[config.mk]
export PLATFORM = sky130hd
export DESIGN_NAME = rv_mem_port
export DESIGN_NICKNAME = d
export VERILOG_FILES = /design/src/rtl/rv_mem_pkg.sv /design/src/rtl/rv_mem_wdog.sv /design/src/rtl/rv_mem_port.sv
export SDC_FILE = /design/constraint.sdc
export NUM_CORES = 1
export LEC_CHECK = 0
export BUFFER_PORTS_ARGS = -buffer_cell sky130_fd_sc_hd__buf_2
export CAP_MARGIN = 20
export CELL_PAD_IN_SITES_DETAIL_PLACEMENT = 1
export CELL_PAD_IN_SITES_GLOBAL_PLACEMENT = 1
export CORE_MARGIN = 2
export CORE_UTILIZATION = 37
export CTS_BUF_LIST = sky130_fd_sc_hd__clkbuf_8
export CTS_CLUSTER_DIAMETER = 120
export CTS_CLUSTER_SIZE = 12
export DETAILED_ROUTE_END_ITERATION = 10
export PLACE_DENSITY = 0.82
export SLEW_MARGIN = 20
export SYNTH_ARGS = -nofsm -noshare
export SYNTH_HDL_FRONTEND = slang
export SYNTH_HIERARCHICAL = 1
export SYNTH_SLANG_ARGS = --single-unit
[constraint.sdc]
create_clock -name clk -period 3.72 [get_ports clk]
set_input_delay 0.558 -clock clk [delete_from_list [all_inputs] [get_ports clk]]
set_output_delay 0.558 -clock clk [all_outputs]
set_load 0.02 [all_outputs]
[src/rtl/rv_mem_pkg.sv]
// Shared types and constants for the RISC-V memory access port.
package rv_mem_pkg;

    // Port controller states.
    typedef enum logic [1:0] {
        IDLE   = 2'd0,
        ACCESS = 2'd1,
        DONE   = 2'd2,
        FAULT  = 2'd3
    } mp_state_t;

    // Kind of access latched when a request is accepted.
    typedef enum logic [1:0] {
        K_FETCH = 2'd0,
        K_LOAD  = 2'd1,
        K_STORE = 2'd2
    } mp_kind_t;

    // Default watchdog limit: cycles of mem_req without mem_ready before fault.
    localparam int TMO_CYC_DEFAULT = 64;

    // Resolve simultaneous strobes: store beats load beats fetch.
    function automatic mp_kind_t pick_kind(input logic st, input logic ld);
        if (st)      return K_STORE;
        else if (ld) return K_LOAD;
        else         return K_FETCH;
    endfunction

endpackage

[src/rtl/rv_mem_wdog.sv]
// Access watchdog: up-counter cleared on access entry, counting while the
// access is outstanding, flagging the last permitted cycle.
module rv_mem_wdog #(
    parameter int TMO_CYC = 64
) (
    input  logic clk,
    input  logic rst,
    input  logic clr,
    input  logic en,
    output logic tmo
);

    localparam int CW = (TMO_CYC > 2) ? $clog2(TMO_CYC) : 1;

    logic [CW-1:0] count;

    // Count cycles of an outstanding access; clear has priority over enable.
    // NOTE: sequential state is assigned with <= so every flop samples pre-edge values.
    always_ff @(posedge clk or posedge rst) begin
        if (rst)      count <= '0;
        else if (clr) count <= '0;
        else if (en)  count <= count + 1'b1;
    end

    assign tmo = en && (count == CW'(TMO_CYC - 1));

endmodule

[src/rtl/rv_mem_port.sv]
// Memory access port: turns single-cycle fetch/load/store strobes from the
// multicycle control FSM into a held req/ready handshake with stall and a
// watchdog. Optional build macro MEM_ALIGN_CHECK_EN faults misaligned requests
// instead of silently word-aligning them.
module rv_mem_port
    import rv_mem_pkg::*;
#(
    parameter int AW      = 32,
    parameter int DW      = 32,
    parameter int TMO_CYC = TMO_CYC_DEFAULT
) (
    input  logic          clk,
    input  logic          rst,
    input  logic          fetch_req,
    input  logic          ld_req,
    input  logic          st_req,
    input  logic [AW-1:0] addr,
    input  logic [DW-1:0] wdata,
    output logic [DW-1:0] rdata,
    output logic          done,
    output logic          stall,
    output logic          fault,
    output logic          mem_req,
    output logic          mem_we,
    output logic [AW-1:0] mem_addr,
    output logic [DW-1:0] mem_wdata,
    input  logic [DW-1:0] mem_rdata,
    input  logic          mem_ready
);

    mp_state_t     state_q, state_d;
    mp_kind_t      kind_q;
    logic [AW-1:0] addr_q;
    logic [DW-1:0] wdata_q;
    logic [DW-1:0] rdata_q;
    logic          any_req;
    logic          misalign;
    logic          take;
    logic          wd_tmo;

    assign any_req = fetch_req | ld_req | st_req;

`ifdef MEM_ALIGN_CHECK_EN
    assign misalign = (addr[1:0] != 2'b00);
`else
    assign misalign = 1'b0;
`endif

    // State register; reset drops mem_req immediately since outputs decode from it.
    always_ff @(posedge clk or posedge rst) begin
        if (rst) state_q <= IDLE;
        else     state_q <= state_d;
    end

    // Next-state and output decode.
    // NOTE: every output gets a default first so no path through the case infers a latch.
    always_comb begin
        state_d = state_q;
        stall   = 1'b0;
        done    = 1'b0;
        fault   = 1'b0;
        mem_req = 1'b0;
        mem_we  = 1'b0;
        take    = 1'b0;
        case (state_q)
            IDLE: begin
                if (any_req) begin
                    stall = 1'b1;
                    if (misalign) begin
                        state_d = FAULT;
                    end else begin
                        state_d = ACCESS;
                        take    = 1'b1;
                    end
                end
            end
            ACCESS: begin
                stall   = 1'b1;
                mem_req = 1'b1;
                mem_we  = (kind_q == K_STORE);
                if (mem_ready)   state_d = DONE;
                else if (wd_tmo) state_d = FAULT;
            end
            DONE: begin
                done    = 1'b1;
                state_d = IDLE;
            end
            FAULT: begin
                fault = 1'b1;
                stall = 1'b1;
            end
            default: state_d = IDLE;
        endcase
    end

    // Latch the winning request so datapath inputs may move after the strobe.
    always_ff @(posedge clk or posedge rst) begin
        if (rst) begin
            kind_q  <= K_FETCH;
            addr_q  <= '0;
            wdata_q <= '0;
        end else if (take) begin
            kind_q  <= pick_kind(st_req, ld_req);
            addr_q  <= addr;
            wdata_q <= wdata;
        end
    end

    // Capture read data on completion of a fetch or load; stores keep the old value.
    always_ff @(posedge clk or posedge rst) begin
        if (rst)
            rdata_q <= '0;
        else if (state_q == ACCESS && mem_ready && kind_q != K_STORE)
            rdata_q <= mem_rdata;
    end

    assign mem_addr  = addr_q & ~AW'(3);
    assign mem_wdata = wdata_q;
    assign rdata     = rdata_q;

    rv_mem_wdog #(
        .TMO_CYC (TMO_CYC)
    ) u_wdog (
        .clk (clk),
        .rst (rst),
        .clr (take),
        .en  (state_q == ACCESS),
        .tmo (wd_tmo)
    );

endmodule
==> run_results.csv <==
group,metric,value,unit
setup_path,cp_max_fo,9,
cells_and_area,antenna_cells,0,
timing,drv_slew,0,
timing,finalHoldViolations,0,
setup_path,critPathCaptureType,"output port",
setup_path,r2r_slack,1.76,ns
setup_path,worstPathArrival,1.61,ns
detailed_routing,vias_per_cell,4.67,
timing,fin_skew,0.00921,ns
place,place_area,0.00512,mm²
floorplanning,die_x,109,µm
timing,slew_headroom,41.4,%
clocking,htreeDepth,3,
floorplanning,die_y,109,µm
global_route,grt_pass1_vias,2982,
clocking,insertion_delay,0.36,ns
synth,ys_seq_elements,104,
synth,syn_inst,253,
floorplanning,initial_core_util,37.7,%
timing,worstMarginPinSlew,0.879,ns
detailed_routing,ant_nets,0,
synth,synth-seq-area-share,64.3,%
detailed_routing,vias,2790,
global_route,grt_remaining_overflow,0,
synth,syn_area_per_cell,16.0,µm²
cells_and_area,area_growth,32.3,%
clocking,clockBufferDepth,2,
timing,rsz0062_at_grt,"no",
detailed_routing,wirelength,9.62,mm
cells_and_area,nets,557,
setup_path,crit_path_start_kind,"flop",
floorplanning,boundaryPins,203,
synth,synth_area,0.00405,mm²
detailed_routing,dr.pass1.iters,4,
floorplanning,rows,38,
clocking,cts_tree,"built",
cells_and_area,final_cells,598,
timing,finalSetupViolCount,0,
detailed_routing,drt-met1-wl,3.79,mm
detailed_routing,wl_met2,5.04,mm
setup_path,reg2reg_from,"state_q[0]$_DFFE_PP0P_",
timing,period_share,58.2,%
clocking,clk_pin_slew,0.10,ns
timing,min_period,2.17,ns
clocking,cts-root-buf,"clkbuf_8",
synth,netlist-cell-type-count,30,
clocking,postCtsSetupRepairBufs,0,
synth,synthFlopType,"dfrtp_1",
job,cap_violations,0,
global_route,grt_start_max_net_pins,71,
cells_and_area,drive_gt1_share,68.3,%
place,dp_cells,582,
power,power,5200,µW
synth,yosys_warnings,6,
global_route,grt_pass1_wl,14.6,mm
cells_and_area,fin_area,0.00536,mm²
detailed_routing,highest_layer,"met4",
timing,fin_tns_setup,0,ns
global_route,grtUsageTotal,16.1,%
status,outcome,"finished, final reports clean",
power,power_density,970,mW/mm²
detailed_routing,routedWlPerCell,16.1,µm
floorplanning,core-area,0.0107,mm²
setup_path,r2r-end,"addr_q[23]$_DFFE_PP0P_",
detailed_routing,drc_errors,0,
floorplanning,die-area,0.0118,mm²
global_route,antenna_found_initial,0,
setup_path,required,3.16,ns
place,port_buffers,198,
clocking,cts-buffers-inserted,9,
synth,postSynth.asyncResetShare,100,%
setup_path,worst-setup-path-type,"flop to output port",
detailed_routing,drt_iter0_markers,90,
setup_path,reg2reg_depth,3,
timing,fmax,0.462,GHz
detailed_routing,dr_wl_met3,643,µm
clocking,cts.sinks,104,
place,dp_hpwl,7.17,mm
clocking,ctsResizeCount,0,
worst_hold_path,hold_path_class,"primary input to asynchronous set/reset pin",
power,ir_worst_vdd,0.481,mV
synth,synth_edf_count,0,
power,p_leak,0.00263,µW
place,place_congestion,0.731,
clocking,holdBufCountCts,0,
[registers in the layout, summed over array words and instances (netlist names)]
register      cells
mem_wdata        32
rdata            32
addr_q           30
u_wdog/count      6
kind_q            2
state_q           2
[kinds of logic (layout without fill, tap and decap cells)]
family                   Yosys count  count (layout)  synth area share (%)
XOR/XNOR                           4               4                 0.865
multiplexers                      95              95                  26.4
AO/OA/AOI/OAI                      9               9                  1.85
other                              1               2                0.0926
buffers and inverters             17             221                  3.49
adder cells (fa/ha/maj)            1               1                 0.309
flip-flops                       104             104                  64.3
AND/OR/NAND/NOR                   22              22                  2.75
[worst max-delay path by stage]
stage,from,end,cells after the start
after global placement,st_req,mem_wdata[14]$_DFFE_PP0P_,5
after detailed placement,st_req,addr_q[26]$_DFFE_PP0P_,5
after CTS,state_q[1]$_DFFE_PP0P_,mem_we,3
after floorplan,rst,addr_q[10]$_DFFE_PP0P_,1
after global routing,state_q[1]$_DFFE_PP0P_,mem_we,3
final,state_q[1]$_DFFE_PP0P_,mem_we,3
[synth_stat cells, drive strengths merged (2+ instances only)]
cell type,count,share of area (%)
dfrtp,104,64
mux2,94,26
buf,13,3.1
nor2,7,0.65
inv,4,0.37
nand2,3,0.28
o21ai,3,0.37
xor2,3,0.65
nand3,2,0.25
nand4,2,0.31
nor3,2,0.25
[worst max-delay path, stage by stage, from the launching register on]
cell	delay, ns
dfrtp_1	0.46
and2b_2	0.38
nor3b_1	0.22
buf_2	0.20
[stage by stage]
step           util (%)  worst slack [ns]  hold slack (ns)
2_1_floorplan         -             0.600            0.349
6_report           49.9              1.55            0.129
3_5_place_dp       47.7              1.58            0.488
3_3_place_gp       47.7              1.62            0.472
5_1_grt            49.9              1.39            0.125
4_1_cts            49.6              1.52            0.121
[placed cells by master (no fill, tap or decap), types with 2 or more instances in the layout]
master	synthesis	routed
nand3_1	2	2
clkbuf_8	0	9
buf_4	2	3
conb_1	1	2
mux2_1	2	2
mux2_2	92	92
nor2_1	7	7
clkinvlp_4	0	2
o21ai_0	3	3
bufinv_16	0	2
inv_1	4	3
clkinv_2	0	2
buf_2	2	198
nand4_1	2	2
dfrtp_1	104	104
xor2_1	3	3
nand2_1	3	3
[layer usage]
| metal | global-route usage (%) | up-vias |
|---|---|---|
| met5 | 0 | - |
| met4 | 5.86 | 0 |
| met3 | 4.12 | 11 |
| met2 | 28.3 | 100 |
| met1 | 19.1 | 1398 |
| li1 | - | 1281 |
[final cells by class]
| class | count | area (µm²) |
|---|---|---|
| clock inverters | 6 | 85.1 |
| clock buffers | 9 | 124 |
| well taps | 140 | 175 |
| inverters | 4 | 17.5 |
| multi-input cells | 133 | 1320 |
| fillers | 1186 | 5390 |
| flip-flops and latches | 104 | 2600 |
| repair buffers | 202 | 1040 |
[power by group]
part / leakage [µW] / switching (µW) / internal, µW
sequential: 0.00123 / 294 / 1700
clock: 0.000101 / 375 / 373
combinational: 0.00130 / 1380 / 1080
total: 0.00263 / 2050 / 3150
Note: power is estimated with default switching activity, not from simulation.
